File: config.mk
export PLATFORM = sky130hd
export DESIGN_NAME = conv1d_window
export DESIGN_NICKNAME = d
export VERILOG_FILES = /design/src/rtl/conv1d_pkg.sv /design/src/rtl/conv1d_tap_shift.sv /design/src/rtl/conv1d_window.sv
export SDC_FILE = /design/constraint.sdc
export NUM_CORES = 1
export LEC_CHECK = 0
export ABC_AREA = 1
export CORE_MARGIN = 10
export CORE_UTILIZATION = 40
export CTS_CLUSTER_DIAMETER = 120
export DETAILED_ROUTE_END_ITERATION = 8
export PLACE_DENSITY = 0.62
export SYNTH_ARGS = -nofsm -noshare
export SYNTH_HDL_FRONTEND = slang
export SYNTH_HIERARCHICAL = 1
export SYNTH_SLANG_ARGS = --single-unit
File: constraint.sdc
create_clock -name clk -period 1.05 [get_ports clk]
set_clock_uncertainty 0.05 [all_clocks]
set_input_delay 0.105 -clock clk [delete_from_list [all_inputs] [get_ports clk]]
set_output_delay 0.105 -clock clk [all_outputs]
set_load 0.05 [all_outputs]
File: src/rtl/conv1d_pkg.sv
// Shared definitions for the conv1d core: window FSM states and the
// default geometry used by the stages of the core.
package conv1d_pkg;

  typedef enum logic [0:0] {
    ST_FILL = 1'b0,
    ST_RUN  = 1'b1
  } state_t;

  localparam int DEF_N_BIT  = 8;
  localparam int DEF_K      = 3;
  localparam int DEF_STRIDE = 1;

endpackage

File: src/rtl/conv1d_tap_shift.sv
// K-entry tap shift register. New samples enter at the top slice, the oldest
// sample sits in bits [N_BIT-1:0] and falls out on each shift.
module conv1d_tap_shift
  import conv1d_pkg::*;
#(
  parameter int N_BIT = DEF_N_BIT,
  parameter int K     = DEF_K
) (
  input  logic               clk,
  input  logic               i_clr,
  input  logic               i_shift_en,
  input  logic [N_BIT-1:0]   i_data,
  output logic [K*N_BIT-1:0] o_taps
);

  logic [K*N_BIT-1:0] r_taps;

  // Shift in one sample per enable; clear has priority.
  always_ff @(posedge clk) begin
    if (i_clr) begin
      r_taps <= '0;
    end else if (i_shift_en) begin
      r_taps <= {i_data, r_taps[K*N_BIT-1:N_BIT]};
    end
  end

  assign o_taps = r_taps;

endmodule

File: src/rtl/conv1d_window.sv
// Sliding-window stage: collects K samples, emits a parallel window every
// STRIDE samples once filled, tracks frame boundaries and flags frames whose
// last sample did not complete a window.
module conv1d_window
  import conv1d_pkg::*;
#(
  parameter int N_BIT  = DEF_N_BIT,
  parameter int K      = DEF_K,
  parameter int STRIDE = DEF_STRIDE
) (
  input  logic               clk,
  input  logic               rst_n,
  input  logic               s_valid,
  output logic               s_ready,
  input  logic [N_BIT-1:0]   s_data,
  input  logic               s_last,
  output logic               m_valid,
  input  logic               m_ready,
  output logic [K*N_BIT-1:0] m_window,
  output logic               m_last,
  output logic               frame_err
);

  localparam int CNT_W = $clog2(K + 1);
  localparam int PH_W  = (STRIDE > 1) ? $clog2(STRIDE) : 1;
  localparam logic [CNT_W-1:0] K_CNT  = CNT_W'(K);
  localparam logic [PH_W-1:0]  PH_MAX = PH_W'(STRIDE - 1);

  state_t             r_state;
  logic [CNT_W-1:0]   r_fill_cnt;
  logic [PH_W-1:0]    r_phase;
  logic               r_m_valid;
  logic               r_m_last;
  logic [K*N_BIT-1:0] r_m_window;
  logic               r_frame_err;

  logic               w_accept;
  logic               w_produce;
  logic [CNT_W-1:0]   w_fill_inc;
  logic [PH_W-1:0]    w_phase_inc;
  logic [K*N_BIT-1:0] w_taps;
  logic [K*N_BIT-1:0] w_window_next;
  logic               w_unused_oldest;

  // No skid buffer: input may only advance when the output slot is free
  // or being drained this cycle.
  assign s_ready  = !r_m_valid || m_ready;
  assign w_accept = s_valid && s_ready;

  conv1d_tap_shift #(
    .N_BIT (N_BIT),
    .K     (K)
  ) u_taps (
    .clk        (clk),
    .i_clr      (rst_n),
    .i_shift_en (w_accept),
    .i_data     (s_data),
    .o_taps     (w_taps)
  );

  // The emitted window is the register content after this accept's shift.
  assign w_window_next   = {s_data, w_taps[K*N_BIT-1:N_BIT]};
  assign w_unused_oldest = ^w_taps[N_BIT-1:0];

  // Decide whether the current accept completes a window.
  always_comb begin
    w_fill_inc  = (r_fill_cnt == K_CNT) ? r_fill_cnt : r_fill_cnt + 1'b1;
    w_phase_inc = (r_phase == PH_MAX) ? '0 : r_phase + 1'b1;
    w_produce   = 1'b0;
    if (w_accept) begin
      if (r_state == ST_FILL) begin
        w_produce = (w_fill_inc == K_CNT);
      end else begin
        w_produce = (w_phase_inc == '0);
      end
    end
  end

  // FSM, fill counter, stride phase and the frame-error pulse.
  always_ff @(posedge clk) begin
    if (rst_n) begin
      r_state     <= ST_FILL;
      r_fill_cnt  <= '0;
      r_phase     <= '0;
      r_frame_err <= 1'b0;
    end else begin
      r_frame_err <= w_accept && s_last && !w_produce;
      if (w_accept) begin
        if (s_last) begin
          r_state    <= ST_FILL;
          r_fill_cnt <= '0;
          r_phase    <= '0;
        end else if (r_state == ST_FILL) begin
          r_fill_cnt <= w_fill_inc;
          if (w_produce) begin
            r_state <= ST_RUN;
            r_phase <= '0;
          end
        end else begin
          r_phase <= w_phase_inc;
        end
      end
    end
  end

  // Output register: a new window overrides any handshake in the same cycle.
  always_ff @(posedge clk) begin
    if (rst_n) begin
      r_m_valid  <= 1'b0;
      r_m_last   <= 1'b0;
      r_m_window <= '0;
    end else if (w_produce) begin
      r_m_valid  <= 1'b1;
      r_m_last   <= s_last;
      r_m_window <= w_window_next;
    end else if (m_ready) begin
      r_m_valid  <= 1'b0;
    end
  end

  assign m_valid   = r_m_valid;
  assign m_last    = r_m_last;
  assign m_window  = r_m_window;
  assign frame_err = r_frame_err;

endmodule

==> flow_summary_export.csv, run 1 <==
group,metric,value,unit
status,status,"finished with violations",
status,violations,"negative setup slack",
finish,multi_input_area,847.1,um2
floorplanning,die_h,89.59,um
clock_network,cts_root_buf,"clkbuf_8",
critical_path,criticalPathCategory,"flop to flop",
floorplanning,die_area,8025,um2
place,port_buffers,40,
finish,fin_area,3183,um2
critical_path,cp_top_family,"simple AND/OR/NAND/NOR gates",
critical_path,slowest_stage,"dfxtp_2",
place,gp_congestion,0.7278,
global_routing,met3_usage,4.152,%
sta,tightest_slew,0.3562,ns
place,dpl_cell_area,2778,um2
route,viasPerCell,4.317,
finish,nets,361,
sta,rsz0062_at_grt,"true",
route,drt-total-wl,4916,um
critical_path,crit_chain,"inv_2, nand2_4, nand3_4, buf_12, clkbuf_16, nand2_1, nand2_1, nor2_1",
global_routing,gr-usage-all-layers,12.42,%
critical_path,path_common_cell,"nand2_1",
sta,worst_slack,-0.1138,ns
clock_network,clock-sinks,46,
pwr,cellPowerDensity,1267,nW/um2
finish,layout_common_cells,"nand2_1, nor2_1, inv_1",
critical_path,cp_data_required_time,1.24,ns
sta,period_needed,1.164,ns
route,wl_per_cell,11.82,um
place,preCtsSetupSlack,-0.3293,ns
logic_synthesis,ys_warn_count,6,
logic_synthesis,syn_nets,306,
floorplanning,dieWidth,89.59,um
floorplanning,coreArea,4723,um2
min_path,hold_class,"primary input to flop",
clock_network,clock_path_buffers,2,
finish,drive_gt1_share,29.23,%
pwr,peakVddDrop,0.0006854,V
finish,mostFrequentLayoutCell,"nand2_1",
sta,finalHoldViolCount,0,
global_routing,grt_pass1_wl,7762,um
floorplanning,fp-row-count,25,
clock_network,numCtsBuffers,5,
clock_network,h-tree-depth,2,
global_routing,overflow,0,
place,dp_hpwl,3063,um
global_routing,grt_max_degree,28,
critical_path,start_kind,"flop",
finish,nFillCells,369,
sta,whs,0.3327,ns
finish,diodes,0,
global_routing,grt-busiest-layer,"met2",
pwr,p_leak,1.559,nW
route,drtIter0Drc,84,
route,num_vias,1796,
finish,area_growth,64.34,%
route,first_pass_iters,4,
sta,fin_crit_sh,110.8,%
global_routing,grt_antenna_before_repair,0,
route,drc,0,
sta,fin_setup_tns,-3.477,ns
critical_path,endpoint_kind,"flop",
global_routing,first_global_vias,1763,
critical_path,critPathMaxFanout,6,
job,maxCapViolations,0,
clock_network,clk_pin_slew,0.08,ns
sta,fmax,0.8592,GHz
sta,slew-limit-headroom,76.18,%
sta,slew_violations,0,
global_routing,gr-usage-met2,21.24,%
critical_path,crit_arrival,1.35,ns
logic_synthesis,syn-instance-count,293,
floorplanning,floorplan.initialDensity,41.01,%
critical_path,cp_num_buf_inv,3,
logic_synthesis,synth_area,1937,um2
logic_synthesis,synth_area_per_cell,6.610,um2
finish,ff_latch_area,928.4,um2
route,ant_nets,0,
global_routing,grt_use_met1,13.53,%
critical_path,max_stage_delay,0.34,ns
clock_network,postCtsHoldBufs,0,
clock_network,tritoncts,"yes",
clock_network,clock_insertion_delay_worst_skew,0.30,ns
floorplanning,io-pin-count,41,
sta,finalSetupViolations,46,
registers in the layout, summed over array words and instances (netlist names):
| register | count |
|---|---|
| frame_err | 1 |
| r_fill_cnt | 2 |
| u_taps/o_taps | 16 |
| m_window | 24 |
| m_last | 1 |
| m_valid | 1 |
| r_state | 1 |
through the flow:
step	cells	util, %	power (mW)
floorplan	293	-	2.318
global placement	399	58.81	2.631
detailed placement	399	58.81	2.643
CTS	413	65.11	4.019
global route	416	67.39	4.218
finish	416	67.39	4.034
per-layer routing:
metal	share of wire, %	vias to the layer above
met5	0	-
met4	1.3	0
met3	6.7	5
met2	49	32
met1	43	808
li1	-	951
path summary, 6_finish.rpt:
kind                                    end  slack (ns)  cells after the start                      startpoint
min                    frame_err$_SDFF_PP0_        0.33                      4                         s_valid
min reg2reg  u_taps/o_taps[10]$_SDFFE_PP0P_        0.45                      2  u_taps/o_taps[10]$_SDFFE_PP0P_
max                m_window[7]$_SDFFE_PP0P_       -0.11                      8            r_state$_SDFFE_PP0P_
max reg2reg        m_window[7]$_SDFFE_PP0P_       -0.11                      8            r_state$_SDFFE_PP0P_
tightest hold or removal path, cell delays in order:
cell	delay, ns
dlygate4sd2_1	0.25
buf_6	0.14
nand3_2	0.09
nor3_2	0.04
cell type report:
| class | count | share of cell area, % |
|---|---|---|
| Timing Repair inverter | 1 | 0.2358 |
| Timing Repair Buffer | 61 | 31.68 |
| Tap cell | 67 | 2.634 |
| Sequential cell | 46 | 29.17 |
| Inverter | 50 | 6.250 |
| Clock buffer | 6 | 2.280 |
| Multi-Input combinational cell | 183 | 26.61 |
| Clock inverter | 2 | 1.140 |
power by group:
part	leakage, nW	switching [mW]	internal, mW
Combinational	1.13	0.416	0.394
Clock	0.0557	0.595	0.712
Sequential	0.378	0.0821	1.83
what timing repair did:
item / in CTS / in global routing
gates cloned: 4 / 2
setup endpoints to repair: 8 / 47
buffers inserted: 2 / 3
gates resized for setup: 21 / 35
pin swaps: 5 / 8
Note: power is estimated with default switching activity, not from simulation.
==> run 2: changes to the inputs <==
Settings changed: PLACE_DENSITY 0.62 to 0.6.
Clock period 1.05 ns to 1.2 ns, I/O delays scaled along.
==> run 2 against run 1 <==
Sequential power shrank 13%. Combinational power is 28% lower. Die area stayed put. Global-route usage down 1.4 points. Flip-flop and latch count stayed put. Clock power decreased by 12%. Design area down 10%. Largest cell class is now sequential cells. Non-clock buffer count fell by 10. Wire length decreased by 19%. First-iteration DRC count decreased by 11%. The run now ends clean. Clock-buffer cell count stayed put. Via count shrank 7.8%.
==> flow_summary_export.csv, run 2 (synthesis gave the netlist of run 1 again) <==
group,metric,value,unit
route,drc,0,
finish,layout_common_cells,"nand2_1, nor2_1, inv_1",
clock_network,cts_root_buf,"clkbuf_8",
route,num_vias,1656,
sta,finalHoldViolCount,0,
critical_path,critPathMaxFanout,2,
critical_path,cp_data_required_time,1.03,ns
global_routing,grt_max_degree,28,
clock_network,h-tree-depth,2,
route,viasPerCell,4.089,
place,dp.cells,397,
critical_path,crit_arrival,0.95,ns
critical_path,r2r_end,"m_window[1]$_SDFFE_PP0P_",
global_routing,grt_antenna_before_repair,0,
pwr,peakVddDrop,0.0006151,V
floorplanning,floorplan.initialDensity,41.01,%
clock_network,clock_insertion_delay_worst_skew,0.30,ns
place,dpl_cell_area,2738,um2
place,dp_hpwl,3001,um
finish,mostFrequentLayoutCell,"nand2_1",
floorplanning,die_area,8025,um2
min_path,min_path_cells,3,
route,wl_per_cell,9.889,um
sta,worst_slack,0.08295,ns
min_path,holdPathEnd,"m_window[22]$_SDFFE_PP0P_",
critical_path,endpoint_kind,"output port",
route,drt-total-wl,4005,um
finish,nets,350,
pwr,p_leak,1.454,nW
finish,nFillCells,418,
clock_network,clk_pin_slew,0.09,ns
sta,rsz0062_at_grt,"false",
sta,fmax,0.8952,GHz
sta,slew-limit-headroom,67.60,%
route,drtIter0Drc,75,
finish,drive_gt1_share,16.27,%
critical_path,r2r_setup_slack,0.12,ns
min_path,hold_class,"primary input to flop",
status,status,"finished, final reports clean",
min_path,min_from,"s_data[6]",
floorplanning,coreArea,4723,um2
global_routing,grt_pass1_wl,7017,um
finish,final_cells,405,
pwr,p_total,3.405,mW
clock_network,clock_path_buffers,2,
clock_network,clock-sinks,46,
floorplanning,fp-row-count,25,
route,first_pass_iters,4,
critical_path,r2r-start,"r_state$_SDFFE_PP0P_",
route,ant_nets,0,
sta,fin_crit_sh,93.09,%
sta,period_needed,1.117,ns
critical_path,start_kind,"flop",
floorplanning,dieWidth,89.59,um
job,maxCapViolations,0,
finish,area_growth,47.16,%
finish,fin_area,2850,um2
global_routing,gr-usage-all-layers,11.06,%
finish,largest_reg_flops,24,
global_routing,overflow,0,
place,gp_congestion,0.7333,
clock_network,tritoncts,"yes",
floorplanning,io-pin-count,41,
floorplanning,die_h,89.59,um
sta,tightest_slew,0.4854,ns
place,preCtsSetupSlack,-0.1913,ns
clock_network,postCtsHoldBufs,0,
pwr,cellPowerDensity,1195,nW/um2
place,port_buffers,40,
global_routing,first_global_vias,1611,
critical_path,reg2reg_depth,6,
finish,diodes,0,
sta,finalSetupViolations,0,
clock_network,numCtsBuffers,5,
critical_path,criticalPathCategory,"flop to output port",
sta,slew_violations,0,
sta,whs,0.3848,ns
run 2: cell count changes in the layout (fill, tap and decap cells not counted), sizes merged:
cell and change:
buf -8, clkinvlp -2, bufbuf -1, clkbuf -1
clkdlybuf4s50 +1, dlygate4sd2 -1, inv +1
run 2: power by group:
group	leakage [nW]	internal [mW]	total, mW	switching (mW)
registers	0.377	1.60	1.67	0.0665
clock network	0.0557	0.623	1.15	0.525
logic	1.02	0.273	0.586	0.313
total	1.45	2.50	3.40	0.905
run 2: final cells by class:
type | count | area, um2 | share of cell area (%)
sequential | 46 | 925.9 | 32.48
timing repair buffer | 51 | 800.8 | 28.09
multi-input combinational | 183 | 743.2 | 26.08
inverter | 50 | 187.7 | 6.585
tap | 67 | 83.83 | 2.941
clock buffer | 6 | 72.57 | 2.546
clock inverter | 2 | 36.28 | 1.273
run 2: critical path, stage by stage, from the launching register on:
cell     delay [ns]
dfxtp_4        0.37
buf_4          0.14
buf_12         0.14
run 2: routing by layer:
metal / vias to the layer above / global-route usage [%] / share of wire [%]
met5: - / 0 / 0
met4: 0 / 5.636 / 2.3
met3: 7 / 3.881 / 6.7
met2: 31 / 18.40 / 46
met1: 694 / 12.21 / 45
li1: 924 / - / -
run 2: how the worst max path moves through the flow:
stage | endpoint | slack, ns | depth (start not counted) | from
after global routing | m_window[15]$_SDFFE_PP0P_ | 0.002 | 7 | r_state$_SDFFE_PP0P_
after detailed placement | u_taps/o_taps[9]$_SDFFE_PP0P_ | -0.19 | 9 | m_ready
after CTS | m_valid | 0.07 | 2 | m_valid$_SDFFE_PP0P_
after floorplan | u_taps/o_taps[17]$_SDFFE_PP0P_ | -0.04 | 7 | m_valid$_SDFFE_PP0P_
after global placement | u_taps/o_taps[9]$_SDFFE_PP0P_ | -0.19 | 9 | m_ready
final | m_valid | 0.08 | 2 | m_valid$_SDFFE_PP0P_
run 2: per-stage QoR:
step           setup TNS (ns)  util, %
2_1_floorplan         -0.5208        -
3_3_place_gp           -6.352    57.96
3_5_place_dp           -6.693    57.96
4_1_cts                     0    60.26
5_1_grt                     0    60.34
6_report                    0    60.34
run 2: timing repair:
action | CTS | global route
endpoints found under the hold margin | 0 | 0
gates resized for setup | 0 | 3
endpoints found under the setup margin | 1 | 14
buffers inserted | 1 | 0
gates cloned | 0 | 0
